File: src/rtl/pipe_pkg.sv
// Shared definitions for the ID/EX issue controller: instruction classes,
// halt sequencing states and the per-class result latency.
package pipe_pkg;

  typedef enum logic [1:0] {
    CLS_ALU  = 2'b00,
    CLS_LOAD = 2'b01,
    CLS_LONG = 2'b10,
    CLS_HALT = 2'b11
  } op_class_t;

  typedef enum logic [1:0] {
    RUN    = 2'b00,
    DRAIN  = 2'b01,
    HALTED = 2'b10
  } state_t;

  // Cycles until an instruction's result can be forwarded. Long-op latency
  // is clamped so a zero request still occupies the unit for one cycle and
  // nothing exceeds what the counters can hold.
  function automatic int unsigned op_lat(op_class_t cls, int unsigned long_lat,
                                         int unsigned mem_lat, int unsigned max_lat);
    int unsigned lat;
    case (cls)
      CLS_LOAD: lat = 1 + mem_lat;
      CLS_LONG: begin
        if (long_lat == 0)            lat = 1;
        else if (long_lat > max_lat)  lat = max_lat;
        else                          lat = long_lat;
      end
      default:  lat = 1;
    endcase
    return lat;
  endfunction

endpackage

File: src/rtl/sb_counter.sv
// One scoreboard entry: remaining cycles until the pending write to this
// register becomes forwardable. A new load overrides the countdown.
module sb_counter
  import pipe_pkg::*;
#(
  parameter int CW = 4
) (
  input  logic          clk,
  input  logic          reset,
  input  logic          load,
  input  logic [CW-1:0] load_val,
  input  logic          dec,
  output logic [CW-1:0] count,
  output logic          nz
);

  logic [CW-1:0] cnt_q;

  // Load has priority; otherwise count down towards zero and stop there.
  always_ff @(posedge clk) begin
    if (!reset) begin
      cnt_q <= '0;
    end else if (load) begin
      cnt_q <= load_val;
    end else if (dec && (cnt_q != '0)) begin
      cnt_q <= cnt_q - CW'(1);
    end
  end

  assign count = cnt_q;
  assign nz    = (cnt_q != '0);

endmodule

File: src/rtl/hazard_scoreboard.sv
// Issue controller between ID and EX: detects RAW/WAW/structural hazards
// from per-register countdowns, drives stall/bubble/flush and sequences the
// halt drain.
module hazard_scoreboard
  import pipe_pkg::*;
#(
  parameter int NREG       = 32,
  parameter int MEM_LAT    = 1,
  parameter int MAX_LAT    = 8,
  parameter int FWD_WINDOW = 1,
  localparam int RW = $clog2(NREG),
  localparam int CW = $clog2(MAX_LAT + 1)
) (
  input  logic            clk,
  input  logic            reset,
  input  logic            id_valid,
  input  logic [RW-1:0]   id_rs1,
  input  logic [RW-1:0]   id_rs2,
  input  logic            id_use_rs1,
  input  logic            id_use_rs2,
  input  logic [RW-1:0]   id_rd,
  input  logic            id_we,
  input  logic [1:0]      id_class,
  input  logic [CW-1:0]   id_long_lat,
  input  logic            ex_redirect,
  output logic            issue,
  output logic            stall,
  output logic            bubble,
  output logic            flush_if_id,
  output logic            long_busy,
  output logic            halted,
  output logic [NREG-1:0] sb_pending
);

  if (1 + MEM_LAT > MAX_LAT) begin : g_lat_check
    $error("hazard_scoreboard: load latency 1+MEM_LAT exceeds MAX_LAT");
  end

  localparam logic [CW-1:0] FWD_C = CW'(FWD_WINDOW);

  op_class_t       cls;
  logic [CW-1:0]   op_l;
  logic [CW-1:0]   cnt [NREG];
  logic [NREG-1:0] pend;
  logic [CW-1:0]   busy_cnt;
  state_t          state_q, state_d;

  logic wr_en, raw, waw, struct_hz, issue_c, sb_load, long_issue, drained;

  assign cls  = op_class_t'(id_class);
  assign op_l = CW'(op_lat(cls, 32'(id_long_lat), MEM_LAT, MAX_LAT));

  // x0 is hardwired, and halt never writes even if id_we is set.
  assign wr_en = id_we && (id_rd != '0) && (cls != CLS_HALT);

  assign raw = (id_use_rs1 && (id_rs1 != '0) && (cnt[id_rs1] > FWD_C)) ||
               (id_use_rs2 && (id_rs2 != '0) && (cnt[id_rs2] > FWD_C));
  // A younger write may only proceed once it cannot retire before the older one.
  assign waw       = wr_en && (cnt[id_rd] > op_l);
  assign struct_hz = (cls == CLS_LONG) && (busy_cnt != '0);

  assign issue_c = id_valid && (state_q == RUN) && !raw && !waw && !struct_hz && !ex_redirect;

  assign sb_load    = issue_c && wr_en;
  assign long_issue = issue_c && (cls == CLS_LONG);
  assign drained    = (pend == '0) && (busy_cnt == '0);

  assign cnt[0]  = '0;
  assign pend[0] = 1'b0;

  for (genvar r = 1; r < NREG; r++) begin : g_reg
    logic ld;
    assign ld = sb_load && (id_rd == RW'(r));
    sb_counter #(.CW(CW)) u_cnt (
      .clk      (clk),
      .reset    (reset),
      .load     (ld),
      .load_val (op_l),
      .dec      (1'b1),
      .count    (cnt[r]),
      .nz       (pend[r])
    );
  end

  assign sb_pending = pend;

  // Long unit occupancy: reload on long issue, otherwise count down to idle.
  always_ff @(posedge clk) begin
    if (!reset) begin
      busy_cnt <= '0;
    end else if (long_issue) begin
      busy_cnt <= op_l;
    end else if (busy_cnt != '0) begin
      busy_cnt <= busy_cnt - CW'(1);
    end
  end

  // Halt state register.
  always_ff @(posedge clk) begin
    if (!reset) state_q <= RUN;
    else        state_q <= state_d;
  end

  // Halt sequencing: wait for every in-flight result, then park until reset.
  always_comb begin
    state_d = state_q;
    case (state_q)
      RUN:     if (issue_c && (cls == CLS_HALT)) state_d = DRAIN;
      DRAIN:   if (drained) state_d = HALTED;
      HALTED:  state_d = HALTED;
      default: state_d = RUN;
    endcase
  end

  // Pipeline controls; held in a safe idle pattern while reset is asserted.
  always_comb begin
    issue       = 1'b0;
    stall       = 1'b0;
    bubble      = 1'b1;
    flush_if_id = 1'b0;
    long_busy   = 1'b0;
    halted      = 1'b0;
    if (reset) begin
      issue       = issue_c;
      stall       = !ex_redirect && ((state_q != RUN) || (id_valid && !issue_c));
      bubble      = !issue_c;
      flush_if_id = ex_redirect;
      long_busy   = (busy_cnt != '0);
      halted      = (state_q == HALTED);
    end
  end

endmodule

File: config.mk
export PLATFORM = sky130hd
export DESIGN_NAME = hazard_scoreboard
export DESIGN_NICKNAME = d
export VERILOG_FILES = /design/src/rtl/pipe_pkg.sv /design/src/rtl/sb_counter.sv /design/src/rtl/hazard_scoreboard.sv
export SDC_FILE = /design/constraint.sdc
export NUM_CORES = 1
export LEC_CHECK = 0
export BUFFER_PORTS_ARGS = -buffer_cell sky130_fd_sc_hd__buf_4
export CORE_AREA = 2 2 193 195
export CTS_CLUSTER_SIZE = 8
export DETAILED_ROUTE_END_ITERATION = 16
export DIE_AREA = 0 0 195 197
export SLEW_MARGIN = 20
export SYNTH_ARGS = -nofsm -noshare
export SYNTH_HDL_FRONTEND = slang
export SYNTH_SLANG_ARGS = --single-unit
File: constraint.sdc
create_clock -name clk -period 9.14 [get_ports clk]
set_input_delay 0.457 -clock clk [delete_from_list [all_inputs] [get_ports clk]]
set_output_delay 0.457 -clock clk [all_outputs]
set_load 0.005 [all_outputs]
==> metrics.yaml <==
dp.final_hpwl_mm: 25.7
die-area_um2: 38400
yosysMostFrequentCell: "dfxtp_1"
crit_family: "multiplexers"
vias: 9195
p_per_area_nw_per_um2: 360
wl_per_cell_um: 21.0
antenna_found_initial: 0
max_stage_delay_ns: 0.59
fp.dieH_um: 197
hold_violations: 0
yosysUniqueCellTypes: 66
first_iter_violations: 944
p_leak_nw: 5.27
grt_setup_unrepaired: "false"
finalCritPeriodShare: 0.563
drtAntennaViolNets: 0
ctsRootBufferMaster: "clkbuf_16"
instances_no_fill: 1645
rows: 70
synthesis.nets: 1311
status: "finished, final reports clean"
syn_to_final_growth_pct: 8.08
insertion_delay_ns: 0.43
cts_hold_buf: 0
htree_num_levels: 4
drt-vias-per-instance: 5.59
cp_slowest_cell: "mux4_2"
grt_pass1_vias: 8811
crit_chain: "buf_4 -> mux4_2 -> mux4_2 -> mux2_2 -> ha_1 -> nor2b_1 -> o211ai_1 -> a21oi_2 -> a2111oi_4 -> nand4b_4 -> nor3_1 -> inv_1 -> buf_4"
cts_sinks: 130
drt-total-wl_mm: 34.5
die_w_um: 195
syn_inst: 1209
grt_max_degree: 64
antenna-diode-count: 0
maxSlewViolCount: 0
clk_pin_slew_ns: 0.06
cap_viol_max_count: 0
ys_ff_latch: 130
synthTopCellsByCount: "130 x dfxtp_1, 115 x nand2_1, 104 x mux2i_1, 88 x inv_1, 74 x ha_1"
worstPathRequired_ns: 8.68
yosysWarnings: 0
final_net_count: 1269
setup_viol: 0
yosys-top-cells-area: "dfxtp_1 24%, mux2i_1 9.7%, ha_1 8.6%"
clk_path_buf_depth: 2
cts_tree: "yes"
cp.arrival_ns: 4.69
synth_top_area_frac: 0.242
avgSynthCellArea_um2: 8.89
final.setup_skew_ns: 0.0105
ios: 66
start_kind: "input port"
worst-path-max-fanout: 42
post-cts-setup-buffers: 0
core_um2: 36300
min_path_type: "input port to flop"
syn_area_um2: 10700
yosys.area.top_type: "dfxtp_1"
drc: 0
critPathBufInv: 3
synth_seq_area_share: 0.242
start_util: 0.296
firstDrtPassIters: 5
fin_crit_ns: 5.15
critPathCaptureType: "output pin"
ir_worst_vdd_uv: 102
drive_gt1_frac: 0.150
dp.cells: 1616
slew_headroom: 0.280
setup-tns-final_ns: 0
grt_pass1_wl_mm: 53.0
path_class: "input port to output pin"
cts_made_buffers: 17
gp_congestion: 0.961
io_buffer_count: 64
grt_use_total: 0.179
max_freq_mhz: 194
synth-main-ff-cell: "dfxtp_1"
synthArstFlopShare: 0
cts_resized: 0
synth_edf_count: 0
worst_pin_slew_ns: 1.08
grt-ovfl-total: 0
## layout make-up
type / count / area, um^2
clock inverter: 4 / 72.6
inverter: 89 / 334
sequential: 130 / 2600
fill: 3787 / 24600
multi-input combinational: 860 / 6990
tap: 468 / 586
timing repair buffer: 69 / 518
clock buffer: 25 / 515
## metal layers
layer,vias to the layer above,share of wire,track usage
met4,0,0.026,0.0633
met3,69,0.079,0.0378
li1,4244,-,-
met2,413,0.46,0.289
met1,4469,0.44,0.237
met5,-,0,0
## logic make-up (layout without fill, tap and decap cells)
family,after synthesis,in the layout,synth area share
multiplexers,145,145,0.176
adder cells (fa/ha/maj),74,74,0.0861
flip-flops,130,130,0.242
other,1,1,0.000349
XOR/XNOR,64,64,0.0522
AND/OR/NAND/NOR,408,408,0.214
AO/OA/AOI/OAI,168,168,0.120
buffers and inverters,219,187,0.109
## through the flow
step	utilization	setup slack, ns	power (mW)	area, um^2	hold WS (ns)
after floorplan	-	4.26	2.87	10700	0.514
after global routing	0.320	3.74	4.53	11600	0.522
after CTS	0.320	4.01	4.18	11600	0.456
final	0.320	3.99	4.18	11600	0.465
after detailed placement	0.304	4.03	3.47	11000	0.539
after global placement	0.304	4.04	3.41	11000	0.540
## registers in the layout, summed over array words and instances, names as in the netlist
| register | cells |
|---|---|
| g.u_cnt.count | 124 |
| busy_cnt | 4 |
| state_q | 2 |
## tightest hold or removal path, delay by kind of cell
kind	cells	cell delay (ns)
buffers and inverters	1	0.08
and+or+nand+nor	1	0.10
AOI/OAI and AO/OA	2	0.22
## layout by cell type (no fill, tap or decap), types with 32 or more instances in the layout
| master | count |
|---|---|
| nor2_1 | 43 |
| nor3_1 | 53 |
| ha_1 | 74 |
| nand2_1 | 114 |
| mux2i_1 | 104 |
| dfxtp_1 | 130 |
| buf_4 | 69 |
| or3_1 | 32 |
| xnor2_1 | 40 |
| mux4_2 | 35 |
| inv_1 | 88 |
## report_power, final
part	internal, mW	leakage, nW	switching [mW]	total, mW
clock network	0.440	0.287	0.259	0.699
registers	0.822	1.08	0.387	1.21
logic	1.09	3.91	1.18	2.27
total	2.35	5.27	1.83	4.18
## worst paths after layout
check / start / cells past startpoint / slack, ns / end
setup / recovery: id_rd[1] / 13 / 3.99 / bubble
hold / removal: id_long_lat[0] / 4 / 0.47 / busy_cnt[0]
setup reg to reg: g_reg[31].u_cnt.count[1] / 11 / 4.64 / g_reg[21].u_cnt.count[2]
hold reg to reg: busy_cnt[3] / 2 / 0.56 / busy_cnt[3]
Note: power is estimated with default switching activity, not from simulation.
